<file path="config.mk">
export PLATFORM = sky130hd
export DESIGN_NAME = stack_sequencer
export DESIGN_NICKNAME = d
export VERILOG_FILES = /design/src/rtl/stack_sequencer.sv
export SDC_FILE = /design/constraint.sdc
export NUM_CORES = 1
export LEC_CHECK = 0
export CORE_MARGIN = 2
export CORE_UTILIZATION = 49
export CTS_BUF_LIST = sky130_fd_sc_hd__clkbuf_16
export DETAILED_ROUTE_END_ITERATION = 6
export PLACE_DENSITY_LB_ADDON = 0.25
export SLEW_MARGIN = 20
export SYNTH_ARGS = -nofsm -noshare
export SYNTH_HDL_FRONTEND = slang
export SYNTH_SLANG_ARGS = --single-unit
</file>
<file path="constraint.sdc">
create_clock -name clk -period 6.06 [get_ports clk]
set_input_delay 1.212 -clock clk [delete_from_list [all_inputs] [get_ports clk]]
set_output_delay 1.212 -clock clk [all_outputs]
set_load 0.01 [all_outputs]
</file>
<file path="src/rtl/stack_sequencer.sv">
// stack_sequencer
//   Multi-cycle PUSH/POP engine. Walks an 8-bit register mask and moves each
//   selected register between the register file and data memory using a
//   full-descending stack of 32-bit words. It finishes with a one-cycle SP
//   write and holds busy high while it is active so that the core stalls.
//
// Ports
//   clk, reset                 clock, async active-high reset
//   start, op_pop, reg_mask,   request (sampled in IDLE only)
//   sp_in
//   rd_addr / rd_data          register-file read port (PUSH)
//   reg_wr_en/addr/data        register-file write strobe (POP)
//   mem_req/we/addr/wdata      memory request, held until mem_ack
//   mem_ack / mem_rdata        memory handshake / load data
//   wr_sp / wr_sp_data         final SP update strobe
//   busy, done, err            status
module stack_sequencer #(
  parameter logic [31:0] SP_LIMIT = 32'h0000_1000,
  parameter logic [31:0] SP_BASE  = 32'h0000_2000
) (
  input  logic        clk,
  input  logic        reset,
  input  logic        start,
  input  logic        op_pop,
  input  logic [7:0]  reg_mask,
  input  logic [31:0] sp_in,
  output logic [2:0]  rd_addr,
  input  logic [31:0] rd_data,
  output logic        reg_wr_en,
  output logic [2:0]  reg_wr_addr,
  output logic [31:0] reg_wr_data,
  output logic        mem_req,
  output logic        mem_we,
  output logic [31:0] mem_addr,
  output logic [31:0] mem_wdata,
  input  logic        mem_ack,
  input  logic [31:0] mem_rdata,
  output logic        wr_sp,
  output logic [31:0] wr_sp_data,
  output logic        busy,
  output logic        done,
  output logic        err
);

  localparam logic [2:0] S_IDLE  = 3'd0;
  localparam logic [2:0] S_CHECK = 3'd1;
  localparam logic [2:0] S_SEL   = 3'd2;
  localparam logic [2:0] S_MEM   = 3'd3;
  localparam logic [2:0] S_WB    = 3'd4;
  localparam logic [2:0] S_FIN   = 3'd5;

  logic [2:0]  state;
  logic        op_q;
  logic [7:0]  mask_q;
  logic [31:0] ptr_q;    // starts at sp_in; walks to the final SP
  logic [3:0]  n_q;
  logic        err_q;
  logic        skip_q;   // finish without SP write (error or empty mask)
  logic [2:0]  cur_q;
  logic [31:0] addr_q;
  logic [31:0] wdata_q;
  logic [31:0] rdata_q;

  function automatic logic [2:0] hi_idx(input logic [7:0] m);
    logic [2:0] r;
    r = '0;
    for (int i = 0; i < 8; i++) if (m[i]) r = i[2:0];
    return r;
  endfunction

  function automatic logic [2:0] lo_idx(input logic [7:0] m);
    logic [2:0] r;
    r = '0;
    for (int i = 7; i >= 0; i--) if (m[i]) r = i[2:0];
    return r;
  endfunction

  function automatic logic [3:0] popcnt(input logic [7:0] m);
    logic [3:0] c;
    c = '0;
    for (int i = 0; i < 8; i++) c = c + {3'b000, m[i]};
    return c;
  endfunction

  // PUSH drains from the top register down, POP from the bottom up, so a
  // POP of the same mask restores what a PUSH saved.
  logic [2:0] sel_idx;
  assign sel_idx = op_q ? lo_idx(mask_q) : hi_idx(mask_q);

  logic [7:0] mask_left;
  assign mask_left = mask_q & ~(8'b0000_0001 << cur_q);

  // 33-bit arithmetic so that an SP wrap past 0 or 2^32 counts as an error.
  logic [32:0] sp_w, four_n, sp_dn, sp_up;
  logic        chk_bad;
  assign sp_w    = {1'b0, ptr_q};
  assign four_n  = {27'b0, n_q, 2'b00};
  assign sp_dn   = sp_w - four_n;
  assign sp_up   = sp_w + four_n;
  assign chk_bad = (ptr_q[1:0] != 2'b00) ||
                   (!op_q && (sp_dn[32] || sp_dn < {1'b0, SP_LIMIT})) ||
                   ( op_q && (sp_up > {1'b0, SP_BASE}));

  always_ff @(posedge clk or posedge reset) begin
    if (reset) begin
      state   <= S_IDLE;
      op_q    <= 1'b0;
      mask_q  <= '0;
      ptr_q   <= '0;
      n_q     <= '0;
      err_q   <= 1'b0;
      skip_q  <= 1'b0;
      cur_q   <= '0;
      addr_q  <= '0;
      wdata_q <= '0;
      rdata_q <= '0;
    end else begin
      case (state)
        S_IDLE: if (start) begin
          op_q   <= op_pop;
          mask_q <= reg_mask;
          ptr_q  <= sp_in;
          n_q    <= popcnt(reg_mask);
          err_q  <= 1'b0;
          skip_q <= 1'b0;
          state  <= S_CHECK;
        end
        S_CHECK: begin
          if (chk_bad) begin
            err_q  <= 1'b1;
            skip_q <= 1'b1;
            state  <= S_FIN;
          end else if (mask_q == 8'h00) begin
            skip_q <= 1'b1;
            state  <= S_FIN;
          end else begin
            state  <= S_SEL;
          end
        end
        S_SEL: begin
          cur_q <= sel_idx;
          if (!op_q) begin
            // full-descending: pre-decrement, then store
            ptr_q   <= ptr_q - 32'd4;
            addr_q  <= ptr_q - 32'd4;
            wdata_q <= rd_data;
          end else begin
            addr_q  <= ptr_q;
            ptr_q   <= ptr_q + 32'd4;
          end
          state <= S_MEM;
        end
        S_MEM: if (mem_ack) begin
          mask_q <= mask_left;
          if (op_q) begin
            rdata_q <= mem_rdata;
            state   <= S_WB;
          end else begin
            state   <= (mask_left == 8'h00) ? S_FIN : S_SEL;
          end
        end
        S_WB:    state <= (mask_q == 8'h00) ? S_FIN : S_SEL;
        S_FIN:   state <= S_IDLE;
        default: state <= S_IDLE;
      endcase
    end
  end

  // Strobes decode straight from state so that an async reset drops them at once.
  assign busy        = (state != S_IDLE);
  assign done        = (state == S_FIN);
  assign err         = done & err_q;
  assign wr_sp       = done & ~skip_q;
  assign wr_sp_data  = wr_sp ? ptr_q : 32'h0;
  assign mem_req     = (state == S_MEM);
  assign mem_we      = mem_req & ~op_q;
  assign mem_addr    = addr_q;
  assign mem_wdata   = wdata_q;
  assign reg_wr_en   = (state == S_WB);
  assign reg_wr_addr = cur_q;
  assign reg_wr_data = rdata_q;
  assign rd_addr     = (state == S_SEL) ? sel_idx : 3'd0;

endmodule

</file>
# == Yosys cells after proc, flatten, opt, wreduce, memory -nomap -nowiden ==
# Cells that the tools add are included.
# word_totals
register_bits,149
in_bits,109
output_inout_bits,141
word_cells,101
# op_classes
add_sub_neg,11
magnitude_cmp,2
eq_ne,9
shifts,1
muxes,38
n_bitwise,7
reduce_logical,22
# ops
cell,n
32-bit 2-to-1 mux,4
3-bit 2-to-1 mux,22
32-bit one-hot mux with 2 select lines,1
32-bit by 6-bit adder with 33-bit output,1
33-bit by 14-bit greater-than comparator with 1-bit output (second input constant),1
33-bit by 13-bit less-than comparator with 1-bit output (second input constant),1
32-bit by 6-bit subtractor with 33-bit output,1
32-bit by 3-bit adder with 32-bit output (second input constant),1
32-bit by 3-bit subtractor with 32-bit output (second input constant),1
4-bit by 1-bit adder with 4-bit output,4
8-bit logical NOT,2
8-bit 2-to-1 mux,2
8-bit one-hot mux with 2 select lines,1
3-bit one-hot mux with 5 select lines,1
3-bit AND reduction,4
8-bit AND,1
8-bit inverter,1
2-bit AND reduction,4
2-bit nonzero test,4
1-bit by 3-bit left shift with 8-bit output (first input constant),1
3-bit by 2-bit equality test with 1-bit output (second input constant),2
3-bit equality test (second input constant),2
1-bit 2-to-1 mux,5
3-bit by 1-bit adder with 4-bit output,1
14 further kinds,22

# == Logic depth before layout (Yosys ltp) ==
# logic_depth
ltp_word,10
depth_mapped,11
mapped_depth_nobuf,11

# == Worst setup path before layout ==
# Ideal clock, no wire load.
# synth_timing
path_kind,in2reg
from,input reg_mask[0]
to,register n_q[2]
setup_time_ns,0.132
arrival_time_ns,3.545
required_time_ns,5.928
setup_slack_ns,2.382
stages,10
n_path_buf,0
path_cell_list,fa_1 > inv_1 > fa_1 > fa_1 > inv_1 > ha_1 > fa_1 > xor2_1 > nand2_1 > o21ai_0
# synth_between
elab_chain_len,7
# synth_lines
item,line_no,text
start: declaration,25,"input logic [7:0] reg_mask,"
1-bit by 1-bit adder with 2-bit output,81,"for (int i = 0; i < 8; i++) c = c + {3'b000, m[i]};"
2-bit by 1-bit adder with 3-bit output,81,
3-bit by 1-bit adder with 4-bit output,81,
4-bit by 1-bit adder with 4-bit output (4 in series),81,
end signal: assignment,123,n_q <= popcnt(reg_mask);
end: declaration,56,logic [3:0] n_q;
# No other way between the ends.
# A chain may end at the register's enable or synchronous reset.

# == Final worst setup path ==
# layout_timing
from,register state[1]
to,output wr_sp_data[14]
# layout_between
elab_chain_len,3
# layout_lines
item,line_no,text
start: declaration,52,logic [2:0] state;
start signal: assignment,159,state <= (mask_left == 8'h00) ? S_FIN : S_SEL;
start signal: assignment,162,S_WB: state <= (mask_q == 8'h00) ? S_FIN : S_SEL;
3-bit equality test,171,assign done = (state == S_FIN);
1-bit AND,173,assign wr_sp = done & ~skip_q;
32-bit 2-to-1 mux,174,assign wr_sp_data = wr_sp ? ptr_q : 32'h0;
end: declaration,39,"output logic [31:0] wr_sp_data,"
# No other way between the ends.

==> qor.yml <==
run_status:
  status: "completed"
synthesis:
  async_flop_share_pct: 100
  syn-cell-area_sq_um: 9170
  synth_edf_count: 0
  synth.most_common_cell: "dfrtp_1"
  yosysWarnings: 0
  syn_inst: 1042
  yosysTopAreaCell: "dfrtp_1"
  synthTopCellsByArea: "dfrtp_1 41%, mux2_2 7.9%, o21ai_0 5.1%"
  synth.avg_cell_area_sq_um: 8.80
  ys_types: 70
  ys_ff_latch: 149
  ys.flop_type: "dfrtp_1"
  yosysSeqAreaShare_pct: 40.7
  synthTopCellsByCount: "149 x dfrtp_1, 117 x nand2_1, 93 x o21ai_0"
  syn_nets: 1171
  synth_top_area_share_pct: 40.7
cts:
  clk_root_buffer_cell: "clkbuf_16"
  htree_num_levels: 4
  cts_buffers: 17
  ctsHoldBuffers: 0
  cts_sinks: 149
  clk_pin_slew_ns: 0.06
  cts_buffer_depth: 2
  clk_latency_ns: 0.43
  tritoncts: "yes"
  cts_resized: 0
  cts_setup_buffers: 0
drt:
  drc: 0
  first_iter_violations: 969
  via_per_inst: 5.96
  drt_wl_total_microns: 28700
  ant_nets: 0
  vias: 8874
  first_pass_iters: 6
  wl_per_cell_microns: 19.3
timing:
  period_share_pct: 66.7
  rsz0062_at_grt: "no"
  fin_crit_ns: 4.04
  finalSetupViolCount: 0
  maxSlewViolCount: 0
  hold_viol_final: 0
  fin_setup_tns_ns: 0
  fin_skew_ns: 0.0108
  max-slew-margin-rel_pct: 23.9
  tightest_slew_ns: 1.13
  fmax_ghz: 0.247
floorplan:
  die-area_sq_um: 19800
  rows: 50
  core_sq_um: 18500
  start_util_pct: 49.5
  die_y_microns: 141
  ioPinCount: 250
  dieWidth_microns: 141
global_route:
  overflow: 0
  grt_pass1_wl_microns: 46000
  antenna_found_initial: 0
  grt_use_total_pct: 29.1
  grt_pass1_vias: 8450
  grt_max_degree: 87
critical_path:
  critical_path.max_stage_delay_ns: 0.58
  critPathRequiredTime_ns: 4.85
  cp_slowest_cell: "nor2b_2"
  path_class: "reg2out"
  crit_start: "state[1]"
  worstPathCellList: "inv_1, and3_1, nor2b_2, buf_4, and2_1, clkdlybuf4s50_1"
  end_kind: "output port"
  critPathTopFamily: "buffers and inverters"
  worstSetupStartpointType: "flip-flop"
  cp.arrival_ns: 2.83
  r2r-start: "ptr_q[3]"
  crit_buf_inv: 3
  path_max_fanout: 18
finish:
  nets: 1370
  drive_gt1_share_pct: 10.3
  num_antenna_cells: 0
  post-route-util_pct: 66.6
  syn_to_final_growth_pct: 34.5
  final_area_sq_um: 12300
pwr:
  power_density_nw_per_um2: 509
  vdd_ir_drop_max_mv: 0.379
  leakage_nw: 4.88
placed_design:
  gp_congestion: 0.987
  port_buffers: 249
  placed_area_sq_um: 11700
  dp_hpwl_microns: 20400
min_path:
  hold_start: "mem_addr[28]"
  hold_path.class: "reg2reg"
flow_run:
  maxCapViolations: 0
metal layers:
| layer | up-vias | GRT usage [%] | part of all wire, % |
|---|---|---|---|
| met1 | 4229 | 38.0 | 41 |
| met5 | - | 0 | 0 |
| met4 | 0 | 10.4 | 2.6 |
| met3 | 57 | 6.52 | 8.4 |
| li1 | 4130 | - | - |
| met2 | 458 | 47.8 | 48 |
sequential cells by signal, summed over array words and instances, names as in the netlist:
signal       count
mem_addr        32
mem_wdata       32
ptr_q           32
reg_wr_data     32
mask_q           8
n_q              4
reg_wr_addr      3
state            3
err_q            1
op_q             1
skip_q           1
placed cells by master, fill, tap and decap left out, drive strengths merged, types with 6 or more instances in the layout:
master / Yosys / layout
clkdlybuf4s50: 0 / 249
dfrtp: 149 / 149
nand2: 117 / 117
o21ai: 93 / 93
nor2: 75 / 75
mux2: 64 / 64
a21oi: 46 / 46
and2: 44 / 44
inv: 33 / 42
nor3: 38 / 38
nand3: 34 / 34
xnor2: 29 / 29
nand4: 25 / 25
nor4: 21 / 21
clkbuf: 68 / 17
xor2: 15 / 15
ha: 15 / 15
a31oi: 11 / 11
o22ai: 11 / 11
buf: 12 / 11
or3: 11 / 11
and4: 8 / 8
nor2b: 8 / 8
nor3b: 8 / 8
a211oi: 6 / 6
or4: 6 / 6
clkinv: 1 / 6
worst register-to-register path, cell delays in order, from the launching register on:
cell	delay, ns
dfrtp_1	0.61
inv_1	0.16
fa_1	0.48
nor3_1	0.30
nor3_1	0.26
a211oi_1	0.26
o22ai_1	0.10
or4_4	0.56
a2111oi_4	0.35
a211o_2	0.23
nand3_1	0.07
final timing paths:
kind	end	slack, ns	cells past startpoint
setup / recovery	wr_sp_data[14]	2.02	6
hold / removal	mem_addr[28]	0.48	2
setup reg to reg	state[0]	2.55	10
hold reg to reg	mem_addr[28]	0.48	2
max in group asynchronous	ptr_q[18]	3.72	3
min in group asynchronous	mem_wdata[20]	1.24	2
stage by stage:
stage | setup slack (ns) | hold WS, ns | power [mW] | cells
final | 2.02 | 0.480 | 6.28 | 1488
after CTS | 2.00 | 0.485 | 6.27 | 1488
after global routing | 1.83 | 0.498 | 6.70 | 1488
after global placement | 1.85 | 0.457 | 5.09 | 1456
after floorplan | 0.840 | 0.438 | 3.84 | 1042
after detailed placement | 1.81 | 0.464 | 5.18 | 1456
report_power, final:
part	switching, mW	internal [mW]
Clock	0.492	0.585
Sequential	0.684	1.47
Combinational	1.52	1.53
Total	2.70	3.58
logic make-up (layout without fill, tap and decap cells):
kind of cell / Yosys count / after routing / synth area share [%]
buffers and inverters: 114 / 326 / 4.74
and+or+nand+nor: 408 / 408 / 22.4
adders and majority gates: 20 / 20 / 3.14
DFF: 149 / 149 / 40.7
muxes: 67 / 67 / 8.19
AOI/OAI and AO/OA: 240 / 240 / 16.7
xor gates and xnor gates: 44 / 44 / 4.20
layout make-up:
| class | count | area (sq um) |
|---|---|---|
| inverters | 34 | 133 |
| repair buffers | 260 | 2570 |
| flip-flops and latches | 149 | 3730 |
| clock inverters | 15 | 160 |
| fillers | 1549 | 6190 |
| clock buffers | 17 | 425 |
| multi-input cells | 779 | 5010 |
| well taps | 234 | 293 |
Power figures use the tool's default switching activity.
